`config.mk`:
```
export PLATFORM = sky130hd
export DESIGN_NAME = bram_portb_arbiter
export DESIGN_NICKNAME = d
export VERILOG_FILES = /design/src/rtl/bram_portb_arbiter.sv
export SDC_FILE = /design/constraint.sdc
export NUM_CORES = 1
export LEC_CHECK = 0
export BUFFER_PORTS_ARGS = -buffer_cell sky130_fd_sc_hd__buf_2
export CAP_MARGIN = 20
export CORE_UTILIZATION = 30
export DETAILED_ROUTE_END_ITERATION = 8
export GPL_TIMING_DRIVEN = 0
export PLACE_DENSITY = 0.74
export SLEW_MARGIN = 0
export SYNTH_ARGS = -nofsm -noshare
export SYNTH_HDL_FRONTEND = slang
export SYNTH_SLANG_ARGS = --single-unit
```
`constraint.sdc`:
```
create_clock -name clk -period 2.8 [get_ports clk]
set_clock_uncertainty 0.05 [all_clocks]
set_input_delay 0.56 -clock clk [delete_from_list [all_inputs] [get_ports clk]]
set_output_delay 0.56 -clock clk [all_outputs]
set_load 0.005 [all_outputs]
```
`src/rtl/bram_portb_arbiter.sv`:
```
// Port-B arbiter for the shared instruction/data BRAM: video (0) has fixed priority,
// requesters 1/2 round-robin, and a wait counter forces a low-priority grant after MAX_WAIT losses.
module bram_portb_arbiter #(
    parameter int DATA_WIDTH = 16,
    parameter int ADDR_WIDTH = 16,
    parameter int MAX_WAIT   = 8
) (
    input  logic                  clk,
    input  logic                  reset_n,
    input  logic                  req0,
    input  logic                  req1,
    input  logic                  req2,
    input  logic                  we0,
    input  logic                  we1,
    input  logic                  we2,
    input  logic [ADDR_WIDTH-1:0] addr0,
    input  logic [ADDR_WIDTH-1:0] addr1,
    input  logic [ADDR_WIDTH-1:0] addr2,
    input  logic [DATA_WIDTH-1:0] wdata0,
    input  logic [DATA_WIDTH-1:0] wdata1,
    input  logic [DATA_WIDTH-1:0] wdata2,
    output logic                  gnt0,
    output logic                  gnt1,
    output logic                  gnt2,
    output logic                  rvalid0,
    output logic                  rvalid1,
    output logic                  rvalid2,
    output logic [DATA_WIDTH-1:0] rdata,
    output logic [ADDR_WIDTH-1:0] addr_b,
    output logic [DATA_WIDTH-1:0] data_b,
    output logic                  we_b,
    input  logic [DATA_WIDTH-1:0] q_b
);

    localparam logic [7:0] MAX_WAIT_C = 8'(MAX_WAIT);

    logic [2:0]            gnt_vec;
    logic [2:0]            we_vec;
    logic [2:0]            rvalid_vec;
    logic [ADDR_WIDTH-1:0] addr_arr  [3];
    logic [DATA_WIDTH-1:0] wdata_arr [3];

    logic [1:0] rr_next_q, rr_next_d;
    logic [7:0] wait_cnt_q, wait_cnt_d;
    logic       rd_pend_q, rd_pend_d;
    logic [1:0] rd_id_q, rd_id_d;
    logic       low_req, starve_force, win1;

    assign we_vec       = {we2, we1, we0};
    assign addr_arr[0]  = addr0;
    assign addr_arr[1]  = addr1;
    assign addr_arr[2]  = addr2;
    assign wdata_arr[0] = wdata0;
    assign wdata_arr[1] = wdata1;
    assign wdata_arr[2] = wdata2;

    // Grant selection; everything is held off while reset_n is low.
    always_comb begin
        low_req      = req1 | req2;
        starve_force = (wait_cnt_q == MAX_WAIT_C);
        win1         = req1 & ((rr_next_q == 2'd1) | ~req2);
        gnt_vec      = 3'b000;
        if (reset_n) begin
            if (low_req && (starve_force || !req0)) begin
                gnt_vec = win1 ? 3'b010 : 3'b100;
            end else if (req0) begin
                gnt_vec = 3'b001;
            end
        end
    end

    always_comb begin
        addr_b    = '0;
        data_b    = '0;
        we_b      = 1'b0;
        rd_pend_d = 1'b0;
        rd_id_d   = 2'd0;
        for (int i = 0; i < 3; i++) begin
            if (gnt_vec[i]) begin
                addr_b    = addr_arr[i];
                data_b    = wdata_arr[i];
                we_b      = we_vec[i];
                rd_pend_d = ~we_vec[i];
                rd_id_d   = 2'(i);
            end
        end
    end

    always_comb begin
        rr_next_d  = rr_next_q;
        wait_cnt_d = wait_cnt_q;
        if (gnt_vec[1]) begin
            rr_next_d = 2'd2;
        end else if (gnt_vec[2]) begin
            rr_next_d = 2'd1;
        end
        if (gnt_vec[1] || gnt_vec[2] || !low_req) begin
            wait_cnt_d = 8'd0;
        end else if (gnt_vec[0] && (wait_cnt_q != MAX_WAIT_C)) begin
            wait_cnt_d = wait_cnt_q + 8'd1;
        end
    end

    always_ff @(posedge clk) begin
        if (!reset_n) begin
            rr_next_q  <= 2'd1;
            wait_cnt_q <= 8'd0;
            rd_pend_q  <= 1'b0;
            rd_id_q    <= 2'd0;
        end else begin
            rr_next_q  <= rr_next_d;
            wait_cnt_q <= wait_cnt_d;
            rd_pend_q  <= rd_pend_d;
            rd_id_q    <= rd_id_d;
        end
    end

    generate
        for (genvar gi = 0; gi < 3; gi++) begin : g_rvalid
            assign rvalid_vec[gi] = rd_pend_q && (rd_id_q == 2'(gi));
        end
    endgenerate

    assign gnt0    = gnt_vec[0];
    assign gnt1    = gnt_vec[1];
    assign gnt2    = gnt_vec[2];
    assign rvalid0 = rvalid_vec[0];
    assign rvalid1 = rvalid_vec[1];
    assign rvalid2 = rvalid_vec[2];
    assign rdata   = q_b;

endmodule

```
* Yosys cells after proc, flatten, opt, wreduce, memory -nomap -nowiden
Index checks and enable logic that the tools add are counted.
Storage, ports and cells: register bits after elaboration 13, input bits 120, output and inout bits 55, logic and storage cells 53
Operators by class: $add $sub $neg 1, eq/ne operators 5, multiplexer cells 20, bitwise operators 8, reductions and logical operators 14
Operators with widths (count):
- 16-bit two-way mux | 6
- 3-bit two-way mux | 3
- 8-bit by 1-bit adder with 8-bit output (second input constant) | 1
- 8-bit by 4-bit == test with 1-bit output (second input constant) | 1
- 1-bit two-way mux | 8
- 8-bit by 4-bit != test with 1-bit output (second input constant) | 1
- 2-bit two-way mux | 3
- 1-bit logical AND | 5
- 1-bit inverter | 5
- 2-bit by 1-bit == test with 1-bit output (second input constant) | 2
- 2-bit OR reduction | 2
- 1-bit logical OR | 3
- 2-bit == test (second input constant) | 1
- 1-bit zero test | 2
- 2-bit zero test | 1
- 1-bit bitwise OR | 2
- 2-bit nonzero test | 1
- 1-bit AND | 1

* Longest topological paths before layout
Gate-level depths: netlist of run 1.
word-level depth 9, mapped depth 7, depth with buffers taken out 6

* Worst setup path after synthesis of run 1
OpenSTA, ideal clock, no wires.
path type input to output, from in req1, to out addr_b[0], data arrival time 1486 ps, required time 2190 ps, path slack 704 ps, stages on the path 5, path buffers 1, cells stage by stage or2_2 -> a31oi_4 -> buf_2 -> nand2_1 -> o21ai_0
Between the ends: cells in the longest elaborated chain, start to end 7, elaborated cells on any way between the ends 9, those cells by class mux: 6; bitwise: 2; reduce/logical: 1
Ends and longest elaborated chain:
- from (decl) | line 11 | input logic req1,
- 1-bit bitwise OR | line 59 | low_req = req1 | req2;
- 1-bit logical AND | line 64 | if (low_req && (starve_force || !req0)) begin
- 3-bit two-way mux * | line 64
- 3-bit two-way mux * | line 63 | if (reset_n) begin
- 16-bit two-way mux (2 in a row) | line 79 | if (gnt_vec[i]) begin
- 16-bit two-way mux * | line 79
- to (decl) | line 29 | output logic [ADDR_WIDTH-1:0] addr_b,
Mark *: on every way between the ends. The rest lies on a longest branch, timed or not.

* Final worst setup path of run 1
from reg wait_cnt_q[0], to out data_b[14]
Between the ends: cells in the longest elaborated chain, start to end 8
Ends and longest elaborated chain:
- from (decl) | line 44 | logic [7:0] wait_cnt_q, wait_cnt_d;
- from (signal assigned) | line 112 | wait_cnt_q <= wait_cnt_d;
- 8-bit by 4-bit == test with 1-bit output * | line 60 | starve_force = (wait_cnt_q == MAX_WAIT_C);
- 1-bit logical OR * | line 64
- 1-bit logical AND * | line 64
- 3-bit two-way mux * | line 64
- 3-bit two-way mux * | line 63
- 16-bit two-way mux (2 in a row) | line 79
- 16-bit two-way mux * | line 79
- to (decl) | line 30 | output logic [DATA_WIDTH-1:0] data_b,
Marked as above.

==> results.py, run 1 <==
metrics = {
    "floorplanning": {
        "initial_utilization_pct": 31.3,
        "core-area_mm2": 0.00475,
        "die_w_um": 72.4,
        "die-area_mm2": 0.00524,
        "ios": 175,
        "num_rows": 25,
        "die_h_um": 72.4,
    },
    "yosys": {
        "synth_seq_area_share_pct": 17.5,
        "ys_seq_elements": 13,
        "synth_area_leaders": "mux2i_1 22%, dfxtp_1 18%, buf_4 11%",
        "synth_warnings": 0,
        "syn-num-nets": 321,
        "synth_top_area_share_pct": 22.2,
        "syn_inst": 199,
        "yosys.area.top_type": "mux2i_1",
        "postSynthAreaPerCell_um2": 7.47,
        "synth_area_mm2": 0.00149,
        "synth_cell_types": 35,
    },
    "drt": {
        "viasPerCell": 4.58,
        "drt-initial-drc-count": 59,
        "dr.pass1.iters": 4,
        "vias": 1966,
        "ant_nets": 0,
        "wl_per_cell_um": 12.5,
        "drc": 0,
        "wl_um": 5380,
    },
    "global_routing": {
        "overflow": 0,
        "track_usage_pct": 18.4,
        "grt_pass1_wl_um": 7520,
        "grt_pass1_vias": 1630,
        "grt_max_degree": 11,
        "grt_antenna_before_repair": 1,
    },
    "finish": {
        "drive_above_1_share_pct": 54.0,
        "fin_util_pct": 50.7,
        "fin_nets": 484,
        "final_cell_mix": "160 x buf_2, 39 x nand2_1, 33 x mux2i_1",
        "layout_commonest_cell": "buf_2",
        "area_delta_synth_final_pct": 62.0,
        "final_area_mm2": 0.00241,
        "fillers": 498,
        "fin_cells": 429,
    },
    "cts": {
        "root_buffer": "clkbuf_8",
        "ctsResizeCount": 0,
        "cts_max_path_buffers": 2,
        "htree_num_levels": 1,
        "cts_setup_buffers": 0,
        "cts_made_buffers": 3,
        "cts_sinks": 13,
        "clk-insertion-delay-late_ps": 240,
        "cts_tree": "done",
        "clkTransAtPathRegs_ps": 60,
        "ctsHoldBuffers": 0,
    },
    "setup_path": {
        "arrival_ps": 1980,
        "required_ps": 2190,
        "cp_top_family": "buffers and inverters",
        "reg2reg_to": "rr_next_q[1]",
        "cp_cell_sequence": "inv_1 -> ha_1 -> and4bb_4 -> a31oi_4 -> buf_2 -> nand2_1 -> o21ai_0 -> buf_2",
        "start_kind": "register",
        "r2r_cells": 7,
        "regToRegSetupSlack_ps": 1110,
        "cpPeakStageDelay_ps": 390,
        "cp-endpoint": "data_b[14]",
        "critPathLaunch": "wait_cnt_q[0]",
        "worstPathBufferInverterCount": 3,
        "cpMaxStageDelayCell": "dfxtp_1",
        "path_class": "register to output port",
        "cp.depth": 8,
        "crit_top_cell": "buf_2",
        "crit_fanout": 10,
        "r2r-start": "wait_cnt_q[0]",
        "endpoint_kind": "output port",
    },
    "timing": {
        "worst_pin_slew_ps": 361,
        "period_needed_ps": 2590,
        "slew_headroom_pct": 75.8,
        "tns_ps": 0,
        "setup_violations": 0,
        "period_share_pct": 92.4,
        "drv_slew": 0,
        "hold_viol": 0,
        "rsz0062_at_grt": "no",
        "max_freq_mhz": 386,
    },
    "run_status": {
        "outcome": "completed",
    },
    "power": {
        "power_frac_seq_pct": 30.0,
        "peakVddDrop_v": 0.000255,
        "p_switching_uw": 198,
        "clkPwrFrac_pct": 25.9,
        "power.internal_uw": 452,
        "combPwrFrac_pct": 44.1,
        "power_uw": 650,
        "p_per_area_mw_per_mm2": 270,
        "p_leak_uw": 0.00136,
        "swShare_pct": 30.5,
    },
    "hold_path": {
        "min_from": "rr_next_q[1]",
        "hold_class": "register to register",
    },
    "placed_design": {
        "dp_hpwl_um": 4490,
        "detailed_place.area_mm2": 0.00236,
        "placed_cells": 424,
        "gp_congestion": 0.864,
        "numPortBuffers": 158,
    },
    "flow_run": {
        "maxCapViolCount": 0,
    },
}
[per-stage QoR]
step                setup WS (ps)  hold slack [ps]
finish                        212              429
floorplan                     704              391
CTS                           180              436
detailed placement            267              423
global route                 69.2              467
global placement              250              411
[cells in the mapped netlist]
cell	n
or2_2	1
o21a_1	1
o21ai_0	25
mux2i_1	33
nor2b_1	2
nor2_1	10
o2111ai_4	1
ha_1	2
buf_2	2
nor2_4	1
a21oi_2	1
buf_6	1
and3_1	2
dfxtp_1	13
xnor2_1	3
and3b_1	2
o22a_1	1
nor3_2	1
a2bb2oi_1	1
nand2_1	39
inv_1	5
a21oi_1	2
clkbuf_2	2
buf_4	22
and4bb_4	1
xor2_1	2
nand3_1	4
a211oi_1	1
nor3_1	2
a31oi_4	1
nor3b_1	1
o211ai_1	2
nor4_1	1
o21ai_1	10
a31o_1	1
[metal layers]
layer | part of all wire [%] | track usage [%] | vias up
met3 | 6.1 | 1.11 | 6
met2 | 52 | 33.9 | 93
met1 | 41 | 21.7 | 870
li1 | - | - | 997
met5 | 0 | 0 | -
met4 | 1.5 | 8.28 | 0
[worst register-to-register path: cells and delay by family (launching register included)]
kind                       cells  cell delay (ps)
AOI/OAI and AO/OA              2              410
DFF                            1              390
and+or+nand+nor                2              290
buffers and inverters          2              250
adders and majority gates      1              200
[worst min path at each step]
stage / endpoint / cells past startpoint
2_1_floorplan: wait_cnt_q[0] / 1
4_1_cts: rr_next_q[1] / 1
5_1_grt: rr_next_q[1] / 1
3_5_place_dp: rr_next_q[1] / 1
3_3_place_gp: wait_cnt_q[0] / 1
6_report: rr_next_q[1] / 1
[layout make-up]
class | instances | area (um2) | share of cell area (%)
diodes | 1 | 2.50 | 0.104
plain buffers | 27 | 196 | 8.16
clock buffers | 4 | 45.0 | 1.87
inverters | 5 | 18.8 | 0.779
multi-input cells | 154 | 1010 | 42.0
flip-flops and latches | 13 | 260 | 10.8
well taps | 67 | 83.8 | 3.48
repair buffers | 158 | 791 | 32.8
[flip-flops by register name, indices dropped and copies added, names as in the netlist]
signal	cells
wait_cnt_q	8
rd_pend_q	1
rd_id_q	2
rr_next_q	2
[power groups by stage]
stage          Combinational, uW  Clock, uW  Sequential (uW)
2_1_floorplan                145          0              198
3_3_place_gp                 285          0              198
3_5_place_dp                 289          0              199
4_1_cts                      290        173              195
5_1_grt                      316        178              196
6_report                     287        168              195
[kinds of logic (layout without fill, tap and decap cells)]
family | count (synthesis) | count (layout) | synth area share (%)
AND/OR/NAND/NOR | 67 | 67 | 21.1
AO/OA/AOI/OAI | 47 | 47 | 20.0
multiplexers | 33 | 33 | 22.2
buffers and inverters | 32 | 194 | 14.5
flip-flops | 13 | 13 | 17.5
XOR/XNOR | 5 | 5 | 2.95
adder cells (fa/ha/maj) | 2 | 2 | 1.68
other | 0 | 1 | 0
Power figures use the tool's default switching activity.
==> inputs of run 2 (changes only) <==
Settings changed: CORE_ASPECT_RATIO set to 0.8, PLACE_DENSITY 0.74 to 0.77, RECOVER_POWER set to 50.
Clock period 2.8 ns to 2.1 ns, I/O delays scaled along.
==> run 2 against run 1 <==
Compared with the run above:
- the run now ends with setup timing left
- cell count is 0.47% higher
- clock power is 33% higher
- worst hold slack worse by 40 ps
- flip-flop and latch count stayed put
- critical path depth is 1 lower
- sequential share of layout area is 0.96 points lower
- setup slack worse by 360 ps
- first-iteration DRC count is 10% lower
- highest routed layer unchanged
==> results.py, run 2 (synthesis results as in run 1) <==
metrics = {
    "finish": {
        "largest_register": "wait_cnt_q",
        "top_regs": "wait_cnt_q (8), rd_id_q (2), rr_next_q (2)",
        "drive_above_1_share_pct": 60.9,
        "final_cell_mix": "154 x buf_2, 33 x mux2i_1, 27 x nand2_1",
        "area_delta_synth_final_pct": 79.5,
        "fin_nets": 494,
        "final_area_mm2": 0.00267,
        "fillers": 422,
        "largest_register_ffs": 8,
        "layout_commonest_cell": "buf_2",
        "diodes": 0,
    },
    "floorplanning": {
        "initial_utilization_pct": 31.8,
        "die_h_um": 65.0,
        "num_rows": 22,
        "die-area_mm2": 0.00524,
        "die_w_um": 80.7,
        "ios": 175,
        "core-area_mm2": 0.00468,
    },
    "cts": {
        "root_buffer": "clkbuf_8",
        "cts_made_buffers": 3,
        "htree_num_levels": 1,
        "cts_max_path_buffers": 2,
        "clk-insertion-delay-late_ps": 240,
        "cts_sinks": 13,
        "clkTransAtPathRegs_ps": 50,
        "cts_tree": "done",
    },
    "run_status": {
        "violations": "setup timing",
        "outcome": "finished, violations left",
    },
    "setup_path": {
        "endpoint_kind": "output port",
        "cpMaxStageDelayCell": "dfxtp_2",
        "cpPeakStageDelay_ps": 330,
        "r2r_cells": 8,
        "cp_cell_sequence": "inv_2 -> ha_4 -> and4bb_4 -> o2111ai_4 -> buf_6 -> o21ai_0 -> buf_2",
        "start_kind": "register",
        "arrival_ps": 1770,
        "path_class": "register to output port",
        "required_ps": 1630,
        "crit_fanout": 10,
    },
    "timing": {
        "worst_pin_slew_ps": 347,
        "period_needed_ps": 2240,
        "slew_headroom_pct": 76.6,
        "drv_slew": 0,
        "worst_slack_ps": -145,
        "rsz0062_at_grt": "yes",
        "max_freq_mhz": 446,
        "setup_violations": 35,
        "hold_viol": 0,
        "period_share_pct": 107,
    },
    "global_routing": {
        "overflow": 0,
        "grt_pass1_vias": 1777,
        "grt_antenna_before_repair": 0,
        "grt_max_degree": 11,
        "track_usage_pct": 19.1,
        "grt_pass1_wl_um": 7790,
    },
    "placed_design": {
        "preCtsSetupSlack_ps": -185,
        "detailed_place.area_mm2": 0.00235,
        "numPortBuffers": 158,
        "gp_congestion": 0.851,
        "dp_hpwl_um": 4030,
    },
    "drt": {
        "viasPerCell": 4.71,
        "wl_per_cell_um": 12.3,
        "ant_nets": 0,
        "drc": 0,
        "dr.pass1.iters": 4,
        "vias": 2032,
        "wl_um": 5290,
        "drt-initial-drc-count": 53,
    },
    "power": {
        "p_per_area_mw_per_mm2": 349,
        "p_leak_uw": 0.00148,
        "peakVddDrop_v": 0.000179,
    },
    "hold_path": {
        "hold_depth": 2,
        "hold_class": "primary input to register",
    },
    "flow_run": {
        "maxCapViolCount": 0,
    },
}
[run 2: metrics by stage]
| stage | utilization [%] | setup TNS, ps | std cells | hold slack, ps | total power (uW) |
|---|---|---|---|---|---|
| after floorplan | - | 0 | 199 | 391 | 457 |
| after global placement | 50.3 | -3230 | 417 | 409 | 640 |
| after detailed placement | 50.3 | -3360 | 417 | 415 | 646 |
| after CTS | 55.1 | -3760 | 429 | 381 | 916 |
| after global routing | 57.0 | -6080 | 431 | 403 | 1000 |
| final | 57.0 | -3550 | 431 | 389 | 931 |
[run 2: final cells by class]
class                   instances  area [um2]  area share, %
inverters                       5        18.8          0.704
flip-flops and latches         13         263           9.85
plain buffers                  27         258           9.66
well taps                      60        75.1           2.81
repair buffers                168         908           34.1
clock buffers                   4        45.0           1.69
multi-input cells             154        1100           41.2
[run 2: report_power, final]
part	internal, uW	total [uW]	leakage [uW]	switching, uW
Clock	134	224	0.0000228	89.6
Combinational	254	448	0.00135	194
Sequential	255	259	0.000107	4.21
Total	643	931	0.00148	288
[run 2: repair_timing]
action,4_1_cts,5_1_grt
setup buffers,6,2
pin swaps,7,5
hold buffers,0,0
gates resized for setup,41,27
cloned,2,0
endpoints found under the setup margin,36,36
[run 2: critical path, delay by kind of cell (launching register included)]
family	cells	cell delay (ps)
buf+inv	3	420
compound gates	2	350
fa+ha+maj	1	130
flops	1	330
simple gates	1	300
[run 2: worst paths after layout]
path                      start           end  slack [ps]
setup / recovery  wait_cnt_q[1]    addr_b[15]        -140
hold / removal          reset_n  rr_next_q[0]         390
setup reg to reg  wait_cnt_q[1]     rd_pend_q         440
hold reg to reg    rr_next_q[1]  rr_next_q[1]         430
[run 2: per-layer routing]
metal / vias to the layer above / GRT usage [%] / part of all wire (%)
li1: 1024 / - / -
met1: 902 / 23.1 / 42
met2: 102 / 34.6 / 50
met3: 4 / 3.24 / 7.2
met4: 0 / 4.46 / 0.47
met5: - / 0 / 0
